==> src/rtl/dmem_access_unit.sv <==
// ---------------------------------------------------------------------------
// dmem_access_unit
//
// Purpose:
//    Sits between the core's load/store port and a single-port data SRAM.
//    Takes one byte/halfword/word request at a time over a valid/ready
//    handshake, drives the SRAM with lane-aligned byte enables and write
//    data, and returns right-aligned, sign- or zero-extended load data as a
//    one-cycle response pulse. Stores also get a response pulse.
//
// Build option:
//    MISALIGN_SPLIT_EN - when defined, an access that spills into the next
//                        word is performed as two SRAM accesses (ACC0 then
//                        ACC1). When undefined, such requests are answered
//                        with RSP_ERR=1 and never touch the SRAM.
//
// Ports:
//    CLK, RST       clock; synchronous active-high reset
//    REQ_*          request channel (valid/ready, store flag, size,
//                   unsigned flag, byte address, right-aligned store data)
//    RSP_*          response pulse, extended load data, error flag
//    MEM_*          SRAM chip select / write enable (active low), word
//                   address, byte enables, write data, read data
// ---------------------------------------------------------------------------
module dmem_access_unit #(
   parameter int AWIDTH = 12
) (
   input  logic              CLK,
   input  logic              RST,
   input  logic              REQ_VALID,
   output logic              REQ_READY,
   input  logic              REQ_WE,
   input  logic [1:0]        REQ_SIZE,
   input  logic              REQ_UNSIGNED,
   input  logic [AWIDTH+1:0] REQ_ADDR,
   input  logic [31:0]       REQ_WDATA,
   output logic              RSP_VALID,
   output logic [31:0]       RSP_RDATA,
   output logic              RSP_ERR,
   output logic              MEM_CSN,
   output logic              MEM_WEN,
   output logic [AWIDTH-1:0] MEM_ADDR,
   output logic [3:0]        MEM_BE,
   output logic [31:0]       MEM_DI,
   input  logic [31:0]       MEM_DOUT
);

   typedef enum logic [1:0] {
      IDLE = 2'd0,
      ACC0 = 2'd1,
      ACC1 = 2'd2,
      RESP = 2'd3
   } state_t;

   state_t state;
   state_t state_next;

   logic              we_q;
   logic [1:0]        size_q;
   logic              uns_q;
   logic [AWIDTH-1:0] word_q;
   logic [1:0]        off_q;
   logic [31:0]       wdata_q;
   logic              err_q;
   logic [31:0]       lo_q;
`ifdef MISALIGN_SPLIT_EN
   logic [31:0]       hi_q;
   logic [3:0]        acc_be_hi;
   logic [31:0]       store_hi;
`else
   logic              req_cross;
`endif

   logic              req_err;
   logic [3:0]        acc_be_lo;
   logic [31:0]       store_lo;
   logic [4:0]        shamt;
   logic [31:0]       load_win;
   logic [31:0]       load_ext;

   // Byte-lane mask over two consecutive words: the low nibble covers the
   // addressed word, the high nibble covers the following word.
   function automatic logic [7:0] lane_mask(input logic [1:0] size,
                                            input logic [1:0] off);
      logic [7:0] base;
      case (size)
         2'b00:   base = 8'h01;
         2'b01:   base = 8'h03;
         2'b10:   base = 8'h0F;
         default: base = 8'h00;
      endcase
      return base << off;
   endfunction

   assign shamt = {off_q, 3'b000};

   // Decide at handshake time whether the request can be served at all.
   // Reserved size is always rejected; a word-crossing access is only
   // rejected when the two-access split is not built in.
`ifdef MISALIGN_SPLIT_EN
   assign req_err = (REQ_SIZE == 2'b11);
   assign {acc_be_hi, acc_be_lo} = lane_mask(size_q, off_q);
   assign {store_hi, store_lo}   = {32'b0, wdata_q} << shamt;
   assign load_win               = 32'({hi_q, lo_q} >> shamt);
`else
   assign req_cross = ((lane_mask(REQ_SIZE, REQ_ADDR[1:0]) >> 4) != 8'h00);
   assign req_err   = (REQ_SIZE == 2'b11) || req_cross;
   assign acc_be_lo = 4'(lane_mask(size_q, off_q));
   assign store_lo  = wdata_q << shamt;
   assign load_win  = lo_q >> shamt;
`endif

   // Truncate the shifted-down load window to the access size and extend it.
   always_comb begin
      load_ext = 32'h0;
      case (size_q)
         2'b00:   load_ext = uns_q ? {24'h0, load_win[7:0]}
                                   : {{24{load_win[7]}}, load_win[7:0]};
         2'b01:   load_ext = uns_q ? {16'h0, load_win[15:0]}
                                   : {{16{load_win[15]}}, load_win[15:0]};
         2'b10:   load_ext = load_win;
         default: load_ext = 32'h0;
      endcase
   end

   // State register. Reset drops straight back to IDLE, abandoning any
   // request in flight without a response.
   always_ff @(posedge CLK) begin
      if (RST) begin
         state <= IDLE;
      end else begin
         state <= state_next;
      end
   end

   // Request capture and load-data latching. LO is taken at the end of the
   // first access cycle, HI at the end of the second.
   always_ff @(posedge CLK) begin
      if (RST) begin
         we_q    <= 1'b0;
         size_q  <= 2'b00;
         uns_q   <= 1'b0;
         word_q  <= '0;
         off_q   <= 2'b00;
         wdata_q <= 32'h0;
         err_q   <= 1'b0;
         lo_q    <= 32'h0;
`ifdef MISALIGN_SPLIT_EN
         hi_q    <= 32'h0;
`endif
      end else begin
         if ((state == IDLE) && REQ_VALID) begin
            we_q    <= REQ_WE;
            size_q  <= REQ_SIZE;
            uns_q   <= REQ_UNSIGNED;
            word_q  <= REQ_ADDR[AWIDTH+1:2];
            off_q   <= REQ_ADDR[1:0];
            wdata_q <= REQ_WDATA;
            err_q   <= req_err;
         end
         if ((state == ACC0) && !we_q) begin
            lo_q <= MEM_DOUT;
         end
`ifdef MISALIGN_SPLIT_EN
         if ((state == ACC1) && !we_q) begin
            hi_q <= MEM_DOUT;
         end
`endif
      end
   end

   // Next-state logic. Rejected requests skip the SRAM entirely and go
   // directly to the response cycle.
   always_comb begin
      state_next = state;
      case (state)
         IDLE: begin
            if (REQ_VALID) begin
               state_next = req_err ? RESP : ACC0;
            end
         end
         ACC0: begin
`ifdef MISALIGN_SPLIT_EN
            state_next = (acc_be_hi != 4'h0) ? ACC1 : RESP;
`else
            state_next = RESP;
`endif
         end
`ifdef MISALIGN_SPLIT_EN
         ACC1: state_next = RESP;
`endif
         RESP:    state_next = IDLE;
         default: state_next = IDLE;
      endcase
   end

   // Output decode. Everything is held inactive while RST is high so that a
   // store caught by reset in its access cycle can never reach the SRAM.
   // The second access uses the next word address, wrapping at the top.
   always_comb begin
      REQ_READY = 1'b0;
      RSP_VALID = 1'b0;
      RSP_RDATA = 32'h0;
      RSP_ERR   = 1'b0;
      MEM_CSN   = 1'b1;
      MEM_WEN   = 1'b1;
      MEM_ADDR  = '0;
      MEM_BE    = 4'h0;
      MEM_DI    = 32'h0;
      if (!RST) begin
         case (state)
            IDLE: REQ_READY = 1'b1;
            ACC0: begin
               MEM_CSN  = 1'b0;
               MEM_WEN  = ~we_q;
               MEM_ADDR = word_q;
               MEM_BE   = acc_be_lo;
               MEM_DI   = store_lo;
            end
`ifdef MISALIGN_SPLIT_EN
            ACC1: begin
               MEM_CSN  = 1'b0;
               MEM_WEN  = ~we_q;
               MEM_ADDR = word_q + {{(AWIDTH-1){1'b0}}, 1'b1};
               MEM_BE   = acc_be_hi;
               MEM_DI   = store_hi;
            end
`endif
            RESP: begin
               RSP_VALID = 1'b1;
               RSP_ERR   = err_q;
               RSP_RDATA = (we_q || err_q) ? 32'h0 : load_ext;
            end
            default: ;
         endcase
      end
   end

endmodule

==> config.mk <==
export PLATFORM = sky130hd
export DESIGN_NAME = dmem_access_unit
export DESIGN_NICKNAME = d
export VERILOG_FILES = /design/src/rtl/dmem_access_unit.sv
export SDC_FILE = /design/constraint.sdc
export NUM_CORES = 1
export LEC_CHECK = 0
export CAP_MARGIN = 20
export CORE_MARGIN = 3
export CORE_UTILIZATION = 45
export CTS_CLUSTER_SIZE = 12
export DETAILED_ROUTE_END_ITERATION = 8
export GPL_TIMING_DRIVEN = 0
export PLACE_DENSITY = 0.9
export SKIP_LAST_GASP = 1
export SLEW_MARGIN = 30
export SYNTH_ARGS = -nofsm -noshare
export SYNTH_HDL_FRONTEND = slang
export SYNTH_SLANG_ARGS = --single-unit
==> constraint.sdc <==
create_clock -name CLK -period 2.35 [get_ports CLK]
set_clock_uncertainty 0.1 [all_clocks]
set_input_delay 0.235 -clock CLK [delete_from_list [all_inputs] [get_ports CLK]]
set_output_delay 0.235 -clock CLK [all_outputs]
set_load 0.02 [all_outputs]
* Word level (Yosys, flattened, before mapping)
Cells that the tools add are included.
** Cells by class
- Equal/unequal tests :: 8
- Bitwise operators :: 1
- Reduce and logical (&&, ||, !) cells :: 9
- Muxes and demuxes :: 27
- Shift-type cells :: 4
** Operators by type and width (count)
- $mux 32 :: 7
- $pmux 32 s3 :: 1
- $shl 32x5->32 :: 1
- $shr 32x5->32 :: 1
- $mux 12 :: 2
- $pmux 4 s3 :: 2
- $mux 1 :: 10
- $eq 2x2->1 const B :: 4
- $mux 4 :: 2
- $reduce_bool 8->1 :: 1
- $shl 8x2->4 :: 1
- $shl 8x2->8 :: 1
- $eq 2x1->1 const B :: 3
- $logic_not 2->1 :: 3
- $mux 2 :: 2
- $pmux 2 s2 :: 1
- $logic_and 1x1->1 :: 2
- $logic_or 1x1->1 :: 2
- $ne 2x2->1 const B :: 1
- $logic_not 1->1 :: 1
- $not 1->1 :: 1
** Word-level totals
- Bits of input ports :: 85
- Register bits :: 85
- Output and inout bits :: 85

* Logic depth before layout (Yosys ltp)
- Word-level depth :: 8
- Depth in mapped cells :: 7

* Least setup slack after synthesis
No wires, ideal clock.
- Path type :: flip-flop to output port
- Start point :: register size_q[0]
- End point :: output RSP_RDATA[21]
- Data arrival time :: 1.778 ns
- Path slack :: 0.237 ns
- Required time :: 2.015 ns
- Buffers on the path :: 1
- Stages on the path, launching flop included :: 8
- Cells stage by stage :: dfxtp_1 > inv_1 > ha_1 > or3b_1 > nor2_1 > a311oi_2 > buf_2 > a21oi_1
** Between the ends
- Word-level cells in the longest chain between the ends :: 5
- Elaborated cells between the ends (all ways) :: 7
** Ends and longest elaborated chain
- start, declared :: line 59 : logic [1:0] size_q;
- start signal, assigned :: line 141 : size_q <= 2'b00;
- start signal, assigned :: line 154 : size_q <= REQ_SIZE;
- $eq 2x2->1 (tied with other cells) :: line 116 : case (size_q)
- $pmux 32 s3 (*) :: line 116
- $mux 32 (*) :: line 232 : RSP_RDATA = (we_q || err_q) ? 32'h0 : load_ext;
- $mux 32 (*) :: line 211 : case (state)
- $mux 32 (*) :: line 210 : if (!RST) begin
- end, declared :: line 38 : output logic [31:0] RSP_RDATA,
Mark *: on every way between the ends. The rest lies on a longest branch, timed or not.

* Final worst setup path
- Start point :: register size_q[0]
- End point :: output RSP_RDATA[11]
Same word-level chain as after synthesis.

==> key figures <==
Synth
  – Unique masters post-synth: 33
  – Main area contributors after synthesis: dfxtp_1 37%, nand2_1 15%, a21oi_1 13%
  – Synthesized flop and latch total: 85
  – Post-synth top area share: 36.9%
  – Syn_area_per_cell: between 7 and 8 um^2
  – Mapped Nets: 726
  – Post-synth EDFFs: 0
  – Async set-reset flop share out of synthesis: 0%
  – Post-synthesis sequential area ratio: 36.9%
  – Synth warn: 0
  – Syn Inst Count: 633
  – Main flop type after synthesis: dfxtp_1
  – Mapped Area: 0.00462 mm^2
  – Leading area contributor after synthesis: dfxtp_1

STA
  – Actual slew at the worst max-slew pin: roughly 570 ps
  – Worst relative slew slack: between 60% and 70%
  – Fin. Hold Viols: 0
  – Tmin final: 2560 ps
  – Max Freq: 0.391 GHz
  – Max Slew Vio Count: 0
  – Final setup violation count: 32
  – RSZ-0062 raised after global routing: true
  – Final period utilization: 109%
  – Setup WS post-layout: -208 ps
  – Setup TNS: -4500 ps

Clock tree
  – Worst skew pair latency: 370 ps
  – CTS tree: built
  – H-tree levels: 3
  – CTS Sinks: between 80 and 90
  – Root Driver: clkbuf_8
  – Total CTS buffers: 9
  – Clock transition at path regs: 90 ps
  – Deepest clock path buffer count: 2

Pwr
  – Leakage power: 0.00280 uW
  – Maximum VDD drop: 0.000287 V
  – Power per cell area: around 500 mW/mm^2

Worst setup path
  – Reg2Reg Setup Slack: 360 ps
  – Startpoint types: flip-flop
  – Crit-path max FO: 6
  – Req. time, crit path: 2020 ps
  – WS Path Type: reg -> out
  – Critical Path Sink Type: output port
  – Critical Path AT: 2220 ps

Final layout
  – Area Growth Syn to Fin: 57.3%
  – Final Cell Area: 0.00726 mm^2
  – Commonest non-fill, non-tap cell in the layout: nand2_1
  – Final core occ: 73.6%
  – Share of layout cells above drive strength 1: a little under a quarter
  – # diodes: 0
  – Most frequent cells in the layout: 183 x nand2_1, 102 x a21oi_1, 84 x clkdlybuf4s50_1, 79 x dfxtp_1, 45 x buf_4
  – Fin nets: 927

Global route
  – Vias in the first global route: 5339
  – Initial antenna violation count: 0
  – GRT Util Overall: 29.1%
  – Largest net degree at the start of global routing: 16
  – Total grt overflow: 0
  – First-pass GRT wire length: about 27000 um

Routing
  – ANT nets after route: 0
  – Drt pass-1 iters: 5
  – Vias: roughly 5.4k
  – Wirelength per Cell: 17.8 um
  – Final wirelength: 17300 um
  – 1st-iter DRT viols: between 300 and 400
  – Via density: about 5.5
  – # DRC: 0

Floorplanning
  – Width of the die: between 100 and 150 um
  – Core area: 0.00986 mm^2
  – Die Area: 0.0115 mm^2
  – Top Ports: between 150 and 200
  – Die Y: 107 um
  – Cell row count: 36
  – Starting Density: 46.8%

Job
  – Max cap viols: 0

Placement
  – Gpl congestion: 0.929
  – Placed cell area: 0.00646 mm^2
  – Port Buffers: between 150 and 200
  – HPWL after detailed placement: approximately 12000 um

Status
  – Failing checks: setup timing
  – Outcome: finished with violations

Worst hold path
  – Min-delay worst type: in -> reg
[worst max-delay path, cell delays in order, from the launching register on]
cell	delay [ps]
dfxtp_4	380
buf_6	130
inv_6	60
ha_4	150
or3b_4	420
o22ai_4	260
buf_4	170
a21oi_1	40
nor2_1	100
buf_4	150
[sequential cells by signal, indices dropped and copies added (netlist names)]
name,count
size_q,2
wdata_q,32
err_q,1
we_q,1
uns_q,1
state,2
off_q,2
word_q,12
lo_q,32
[layer usage]
metal,global-route usage [%],share of wire (%)
met1,36.2,40
met2,49.6,48
met3,6.18,8.8
met4,9.95,2.7
met5,0,0
[cell type report]
| cell class | instances | area (um^2) |
|---|---|---|
| multi-input combinational | 489 | 3060 |
| fill | 722 | 2600 |
| timing repair buffer | 193 | 1800 |
| sequential | 85 | 1720 |
| buffer | 51 | 305 |
| tap | 133 | 166 |
| clock buffer | 11 | 141 |
| clock inverter | 5 | 42.5 |
| inverter | 5 | 23.8 |
[power by group]
group | total [uW] | switching (uW) | leakage [uW] | internal [uW]
registers | 1640 | 102 | 0.000700 | 1540
logic | 939 | 513 | 0.00200 | 427
clock network | 975 | 550 | 0.0000905 | 425
total | 3550 | 1160 | 0.00280 | 2390
[stage by stage]
stage | instances | total power (uW) | setup slack (ps) | hold WS [ps]
final | 972 | 3550 | -208 | 104
after global routing | 972 | 3710 | -253 | 114
after CTS | 971 | 3480 | -169 | 80.8
after detailed placement | 934 | 2430 | -525 | 344
after global placement | 934 | 2400 | -486 | 338
after floorplan | 633 | 2090 | 237 | 271
[path summary, 6_finish.rpt]
path,start,to,cells past startpoint
hold / removal,RST,state[0]$_SDFFE_PP0P_,2
setup reg to reg,state[1]$_SDFFE_PP0P_,lo_q[14]$_SDFFE_PP0P_,7
setup / recovery,size_q[0]$_SDFFE_PP0P_,RSP_RDATA[11],9
hold reg to reg,word_q[6]$_SDFFE_PP0P_,word_q[6]$_SDFFE_PP0P_,2
[cells in the mapped netlist (all sizes together) (3+ instances only)]
cell type  number
clkbuf         30
nand2         183
ha              8
nor3b           3
inv             5
buf            24
nor2           39
and2           23
a21oi         117
nand3b          4
nor3            6
mux2            8
nor2b          19
nand2b          3
a211oi         31
dfxtp          85
o2bb2ai         8
mux2i          26
[cells by family (layout without fill, tap and decap cells)]
logic type	after synthesis	after routing	synth area share [%]
AND/OR/NAND/NOR	284	284	26.7
adder cells (fa/ha/maj)	8	8	2.17
AO/OA/AOI/OAI	163	163	21.7
multiplexers	34	34	7.59
buffers and inverters	59	265	5.04
flip-flops	85	85	36.9
[repair_timing]
item,in CTS,in global routing
resized for setup,319,102
hold buffers,0,0
setup endpoints to repair,82,77
setup buffers,24,3
cloned,1,0
pin swaps,17,4
(Power assumes the default switching activity.)
